$ cat config.mk
export PLATFORM = sky130hd
export DESIGN_NAME = cory_demux_mc_flat
export DESIGN_NICKNAME = d
export VERILOG_FILES = /design/src/rtl/cory_demux_mc_if.sv /design/src/rtl/cory_demux_mc.sv /design/src/flat_wrapper.sv
export SDC_FILE = /design/constraint.sdc
export NUM_CORES = 1
export LEC_CHECK = 0
export ABC_AREA = 1
export CAP_MARGIN = 20
export CORE_UTILIZATION = 50
export CTS_BUF_LIST = sky130_fd_sc_hd__clkbuf_4
export DETAILED_ROUTE_END_ITERATION = 16
export HOLD_SLACK_MARGIN = 0.15
export PLACE_DENSITY = 0.76
export SLEW_MARGIN = 20
export SYNTH_ARGS = -nofsm -noshare
export SYNTH_HDL_FRONTEND = slang
export SYNTH_SLANG_ARGS = --single-unit
$ cat constraint.sdc
create_clock -name clk -period 1.6 [get_ports clk]
set_input_delay 0.16 -clock clk [delete_from_list [all_inputs] [get_ports clk]]
set_output_delay 0.16 -clock clk [all_outputs]
set_load 0.03 [all_outputs]
$ cat src/rtl/cory_demux_mc_if.sv
// Producer/consumer bundle for cory_demux_mc: data, destination mask and the
// M per-channel output streams.
interface cory_demux_mc_if #(
  parameter int unsigned N = 8,
  parameter int unsigned M = 4
);
  logic           i_a_v;
  logic [N-1:0]   i_a_d;
  logic           o_a_r;
  logic           i_s_v;
  logic [M-1:0]   i_s_d;
  logic           o_s_r;
  logic [M-1:0]   o_z_v;
  logic [M*N-1:0] o_z_d;
  logic [M-1:0]   i_z_r;

  modport slave (
    input  i_a_v, i_a_d, i_s_v, i_s_d, i_z_r,
    output o_a_r, o_s_r, o_z_v, o_z_d
  );

  modport master (
    output i_a_v, i_a_d, i_s_v, i_s_d, i_z_r,
    input  o_a_r, o_s_r, o_z_v, o_z_d
  );
endinterface

$ cat src/rtl/cory_demux_mc.sv
// Multicast valid/ready demux: one input beat goes to any subset of M channels,
// each buffered in a D-deep FIFO, with partial delivery tracked in a done mask.
module cory_demux_mc #(
  parameter int unsigned N  = 8,
  parameter int unsigned M  = 4,
  parameter int unsigned D  = 2,
  parameter int unsigned CW = 8
) (
  input  logic            clk,
  input  logic            reset,
  cory_demux_mc_if.slave  bus,
  output logic            o_busy,
  output logic [CW-1:0]   o_drop_cnt
);
  localparam int unsigned PW   = (D > 1) ? $clog2(D) : 1;
  localparam int unsigned CNTW = $clog2(D + 1);

  logic [N-1:0]    mem    [M][D];
  logic [PW-1:0]   wr_ptr [M];
  logic [PW-1:0]   rd_ptr [M];
  logic [CNTW-1:0] cnt    [M];
  logic [M-1:0]    dm;
  logic [M-1:0]    full;
  logic [M-1:0]    valid;
  logic [M-1:0]    wr;
  logic [M-1:0]    pop;
  logic            req;
  logic            done;

  // Pointers wrap explicitly so D need not be a power of two.
  function automatic logic [PW-1:0] ptr_inc(input logic [PW-1:0] p);
    return (p == PW'(D - 1)) ? '0 : p + PW'(1);
  endfunction

  always_comb begin
    full  = '0;
    valid = '0;
    wr    = '0;
    pop   = '0;
    req   = bus.i_a_v && bus.i_s_v;
    for (int k = 0; k < M; k++) begin
      full[k]  = (cnt[k] == CNTW'(D));
      valid[k] = (cnt[k] != '0);
      wr[k]    = req && bus.i_s_d[k] && !dm[k] && !full[k];
      pop[k]   = valid[k] && bus.i_z_r[k];
    end
    done = req && ((bus.i_s_d & ~(dm | wr)) == '0);
  end

  // Unoccupied channels drive zero data.
  always_comb begin
    bus.o_z_d = '0;
    for (int k = 0; k < M; k++) begin
      if (valid[k]) bus.o_z_d[k*N +: N] = mem[k][rd_ptr[k]];
    end
  end

  assign bus.o_a_r = done;
  assign bus.o_s_r = done;
  assign bus.o_z_v = valid;
  assign o_busy    = |dm;

  always_ff @(posedge clk) begin
    if (reset) begin
      dm         <= '0;
      o_drop_cnt <= '0;
      for (int k = 0; k < M; k++) begin
        wr_ptr[k] <= '0;
        rd_ptr[k] <= '0;
        cnt[k]    <= '0;
      end
    end else begin
      if (done)     dm <= '0;
      else if (req) dm <= dm | wr;
      if (done && (bus.i_s_d == '0) && (o_drop_cnt != '1))
        o_drop_cnt <= o_drop_cnt + CW'(1);
      for (int k = 0; k < M; k++) begin
        if (wr[k])  wr_ptr[k] <= ptr_inc(wr_ptr[k]);
        if (pop[k]) rd_ptr[k] <= ptr_inc(rd_ptr[k]);
        if (wr[k] && !pop[k])      cnt[k] <= cnt[k] + CNTW'(1);
        else if (!wr[k] && pop[k]) cnt[k] <= cnt[k] - CNTW'(1);
      end
    end
  end

  // Storage carries no reset; emptiness is tracked by the counters.
  always_ff @(posedge clk) begin
    for (int k = 0; k < M; k++) begin
      if (wr[k]) mem[k][wr_ptr[k]] <= bus.i_a_d;
    end
  end
endmodule
$ cat src/flat_wrapper.sv
// flat-port wrapper written by rule: the top's interface ports become plain ports
module cory_demux_mc_flat 
#(
  parameter int unsigned N  = 8,
  parameter int unsigned M  = 4,
  parameter int unsigned D  = 2,
  parameter int unsigned CW = 8
)
  (clk, reset, o_busy, o_drop_cnt, bus_i_a_v, bus_i_a_d, bus_i_s_v, bus_i_s_d, bus_i_z_r, bus_o_a_r, bus_o_s_r, bus_o_z_v, bus_o_z_d);
  cory_demux_mc_if #(.N(N), .M(M)) bus_i ();
  input  logic clk;
  input  logic reset;
  output logic o_busy;
  output logic [CW-1:0] o_drop_cnt;
  input wire logic [$bits(bus_i.i_a_v)-1:0] bus_i_a_v;
  input wire logic [$bits(bus_i.i_a_d)-1:0] bus_i_a_d;
  input wire logic [$bits(bus_i.i_s_v)-1:0] bus_i_s_v;
  input wire logic [$bits(bus_i.i_s_d)-1:0] bus_i_s_d;
  input wire logic [$bits(bus_i.i_z_r)-1:0] bus_i_z_r;
  output wire logic [$bits(bus_i.o_a_r)-1:0] bus_o_a_r;
  output wire logic [$bits(bus_i.o_s_r)-1:0] bus_o_s_r;
  output wire logic [$bits(bus_i.o_z_v)-1:0] bus_o_z_v;
  output wire logic [$bits(bus_i.o_z_d)-1:0] bus_o_z_d;
  assign bus_i.i_a_v = bus_i_a_v;
  assign bus_i.i_a_d = bus_i_a_d;
  assign bus_i.i_s_v = bus_i_s_v;
  assign bus_i.i_s_d = bus_i_s_d;
  assign bus_i.i_z_r = bus_i_z_r;
  assign bus_o_a_r = bus_i.o_a_r;
  assign bus_o_s_r = bus_i.o_s_r;
  assign bus_o_z_v = bus_i.o_z_v;
  assign bus_o_z_d = bus_i.o_z_d;
  cory_demux_mc #(.N(N), .M(M), .D(D), .CW(CW)) u_core (.clk(clk), .reset(reset), .bus(bus_i), .o_busy(o_busy), .o_drop_cnt(o_drop_cnt));
endmodule
# == Word-level counts from Yosys, hierarchy flattened ==
# Memory sizes are Yosys's and may differ from the RTL's.
# Index checks and enable logic that the tools add are counted.
# W data, S select, Z words.
# totals
regBits,12
ramBits,80
in_bits,20
out_inout_bits,47
n_memories,4
# memory_table
memory,depth,width,rd,rd_clocked_by_memory_dff,write_ports,line_no,text
u_core.mem,4,16,4,0,4,cory_demux_mc.sv:18,logic [N-1:0] mem [M][D];
u_core.cnt,4,2,4,0,4,cory_demux_mc.sv:21,logic [CNTW-1:0] cnt [M];
u_core.rd_ptr,4,1,4,0,4,cory_demux_mc.sv:20,logic [PW-1:0] rd_ptr [M];
u_core.wr_ptr,4,1,4,0,4,cory_demux_mc.sv:19,logic [PW-1:0] wr_ptr [M];
# classes
addsub,17
magnitude_cmp,12
n_eq_ne,5
mux,106
bitwise,27
reduce_logical,56
# ops
cell,n
$mux W8,20
$mux W1,70
$mux W16,4
$demux W8 S1,4
$logic_and A1 B1 Y1,32
$ge A2 B2 Y1 const B,8
$logic_not A1 Y1,16
$mux W2,8
$not A1 Y2,8
$or A1 B1 Y1,16
$add A1 B1 Y1 const B,8
$add A2 B1 Y2 const B,4
$add A8 B1 Y8 const B,1
$eq A2 B2 Y1 const B,4
$logic_not A4 Y1,2
$lt A2 B1 Y1 const B,4
$ne A8 B8 Y1 const B,1
$reduce_bool A2 Y1,4
$sub A2 B1 Y2 const B,4
$and A4 B4 Y4,1
$not A4 Y4,1
$or A4 B4 Y4,1
$reduce_or A4 Y1,1
$reduce_or A2 Y1,1

# == Logic depth before layout (Yosys ltp) ==
# depth
word_depth,11
ltp_mapped,12

# == Worst setup path before layout ==
# Ideal clock, no wire load.
# synth_timing
path_type,flip-flop to output port
startpoint,memory u_core.cnt[3][0] (netlist bit)
endpoint,output bus_o_z_d[24]
arrival_time_ps,1638
slack_ps,-198
stages_incl_launch_ff,7
cell_sequence,edfxtp_1 > inv_1 > ha_1 > inv_1 > clkbuf_1 > o21ai_0 > nor2_1
# synth_rtl
item,line_no,text
from (decl),cory_demux_mc.sv:21,
to (decl),flat_wrapper.sv:23,output wire logic [$bits(bus_i.o_z_d)-1:0] bus_o_z_d;

==> impl_metrics.yaml <==
clock_network:
  clkSinkCount: 92
  h-tree-depth: 3
  numCtsBuffers: 9
  clkTransAtPathRegs_ns: 0.13
  ctsLongestPathBuffers: 2
  cts_tree: "built"
  insertion_delay_ns: 0.43
  cts_root_buf: "clkbuf_4"
logic_synthesis:
  ys_async_sr_fraction: 0
  yosysTopAreaCellShare: 0.596
  yosysSeqAreaShare: 0.656
  synthCells: 394
  synth.area.top_cells: "edfxtp_1 (60%), nand2_1 (9.4%), dfxtp_1 (6.0%)"
  synth_edf_count: 80
  syn_avg_cell_area_sq_um: 10.2
  yosys.area.top_type: "edfxtp_1"
  syn_nets: 417
  ys_warn_count: 0
  netlist_area_sq_mm: 0.00403
  ys_ff_latch: 92
  ys.flop_type: "edfxtp_1"
  yosysUniqueCellTypes: 28
grt:
  grt_max_degree: 16
  track_usage: 0.232
  globalRouteOverflowTotal: 0
  grt_pass1_vias: 3170
  grt_pass1_wl_microns: 15000
  antenna_found_initial: 0
status:
  violations: "negative setup slack"
  status: "complete, but fails checks"
finish:
  area_growth_pct: 43.9
  mostFrequentLayoutCell: "nand2_1"
  most-common-layout-cells: "nand2_1 (91), edfxtp_1 (80), buf_4 (49)"
  drive_gt1_frac: 0.363
  n_antenna_cell: 0
  nets: 542
sta:
  setup_slack_ns: -0.279
  fin_crit_ns: 1.88
  rsz0062_at_grt: "yes"
  hold_viol_final: 0
  period_share: 1.17
  worst_slew_pin_slew_ns: 0.378
  maxSlewHeadroom: 0.748
  skew_ns: 0.0141
  clock.fmax_mhz: 532
  fin_hold_ws_ns: 0.490
  setup_viol: 64
  drv_slew: 0
worst_setup_path:
  cp-start-kind: "register"
  crit_buf_inv: 3
  crit_type: "register to output port"
  critPathRequiredTime_ns: 1.44
  critical_path.max_fanout: 2
  max_stage_delay_ns: 0.46
  crit_slowest_cell: "edfxtp_1"
  crit_top_cell: "buf_6"
  crit_family: "flip-flops"
  endpoint_kind: "output port"
  path_cells: "ha_4 > inv_2 > nand4_1 > nand3_1 > nand2_2 > nor2_4 > buf_6 > buf_6"
  arrival_ns: 1.72
floorplanning:
  start_util: 0.519
  die_h_microns: 91.8
  io_pins: 67
  core.rowCount: 32
  dieArea_sq_mm: 0.00842
  die_w_microns: 91.8
  core_area_sq_mm: 0.00777
place:
  io_buffers: 66
  place_ws_ns: -0.152
  dp_hpwl_microns: 6160
  gp_congestion: 0.826
min_path:
  holdCritPathClass: "input port to register"
detailed_routing:
  antenna_left: 0
  wl_per_cell_microns: 15.1
  drtIter0Drc: 101
  avgViaCountPerCell: 5.18
  firstDrtPassIters: 4
  drc_errors: 0
  wl_microns: 9460
  vias: 3244
job:
  drv_cap: 0
power_and_ir_drop:
  p_total_uw: 5450
  peakVddDrop_mv: 0.449
  p_leak_uw: 0.00234
  p_per_area_mw_per_mm2: 940
[worst reg2reg max path, cell delays in order (launching register included)]
cell	delay, ns
edfxtp_1	0.45
buf_6	0.15
nor2_4	0.13
inv_2	0.08
nand2_2	0.08
nand2_2	0.06
or2_1	0.25
nand2_1	0.08
inv_2	0.04
nand2_2	0.07
[routing by layer]
| layer | part of all wire | global-route usage | vias to the layer above |
|---|---|---|---|
| met3 | 0.048 | 0.0423 | 20 |
| met5 | 0 | 0 | - |
| met1 | 0.41 | 0.284 | 1531 |
| met4 | 0.020 | 0.0872 | 0 |
| met2 | 0.52 | 0.410 | 110 |
| li1 | - | - | 1583 |
[metrics by stage]
step / cells / utilization / TNS (ns) / instance area (sq um)
2_1_floorplan: 394 / - / -1.03 / 4060
3_3_place_gp: 593 / 0.648 / -5.68 / 5030
3_5_place_dp: 593 / 0.648 / -8.65 / 5030
4_1_cts: 624 / 0.732 / -7.00 / 5690
5_1_grt: 626 / 0.746 / -10.90 / 5800
6_report: 626 / 0.746 / -5.10 / 5800
[power breakdown]
group / internal [uW] / switching (uW)
clock: 678 / 761
combinational: 540 / 734
sequential: 2690 / 48.0
[cells in the mapped netlist (2+ instances only)]
library cell  number
nor2_4             3
inv_1             44
nand3_1           11
edfxtp_1          80
o21ai_0           12
inv_2              3
dfxtp_1           12
nand4_1            9
nand3_2            4
a31oi_1            2
clkbuf_1           6
nor3_1             9
ha_1               3
o21ai_1            3
nor2_1            48
nor2_2             3
buf_4              3
a21oi_1           29
nand2_1          101
[flip-flops by register name, summed over array words and instances (netlist names)]
signal / cells
u_core.mem: 64
u_core.cnt: 8
u_core.o_drop_cnt: 8
u_core.dm: 4
u_core.rd_ptr: 4
u_core.wr_ptr: 4
[final timing paths]
kind / endpoint / slack (ns) / depth (start not counted) / startpoint
worst min-delay path: u_core.rd_ptr[2] / 0.49 / 3 / bus_i_z_r[2]
worst max register to register: u_core.cnt[0][0] / -0.06 / 9 / u_core.cnt[0][1]
worst max-delay path: bus_o_s_r / -0.28 / 8 / u_core.cnt[3][1]
worst min register to register: u_core.dm[1] / 0.49 / 2 / u_core.dm[1]
[cell families after synthesis]
family,count (synthesis),synth area share
adder cells (fa/ha/maj),3,0.00931
AND/OR/NAND/NOR,193,0.212
buffers and inverters,57,0.0577
XOR/XNOR,1,0.00217
flip-flops,92,0.656
AO/OA/AOI/OAI,48,0.0627
[cell type report]
type / instances / area (sq um)
inverters: 47 / 184
flip-flops and latches: 92 / 2640
well taps: 102 / 128
repair buffers: 124 / 1190
fillers: 518 / 1970
multi-input cells: 245 / 1490
clock inverters: 5 / 85.1
clock buffers: 11 / 82.6
[timing repair]
item                                    in CTS  in global routing
pin swaps                                   14                 17
buffers inserted                            19                  5
hold buffers                                 0                  0
gates cloned                                 1                  0
gates resized for setup                    123                 45
endpoints found under the setup margin      74                 79
No activity file was read; power rests on OpenSTA's default activity.
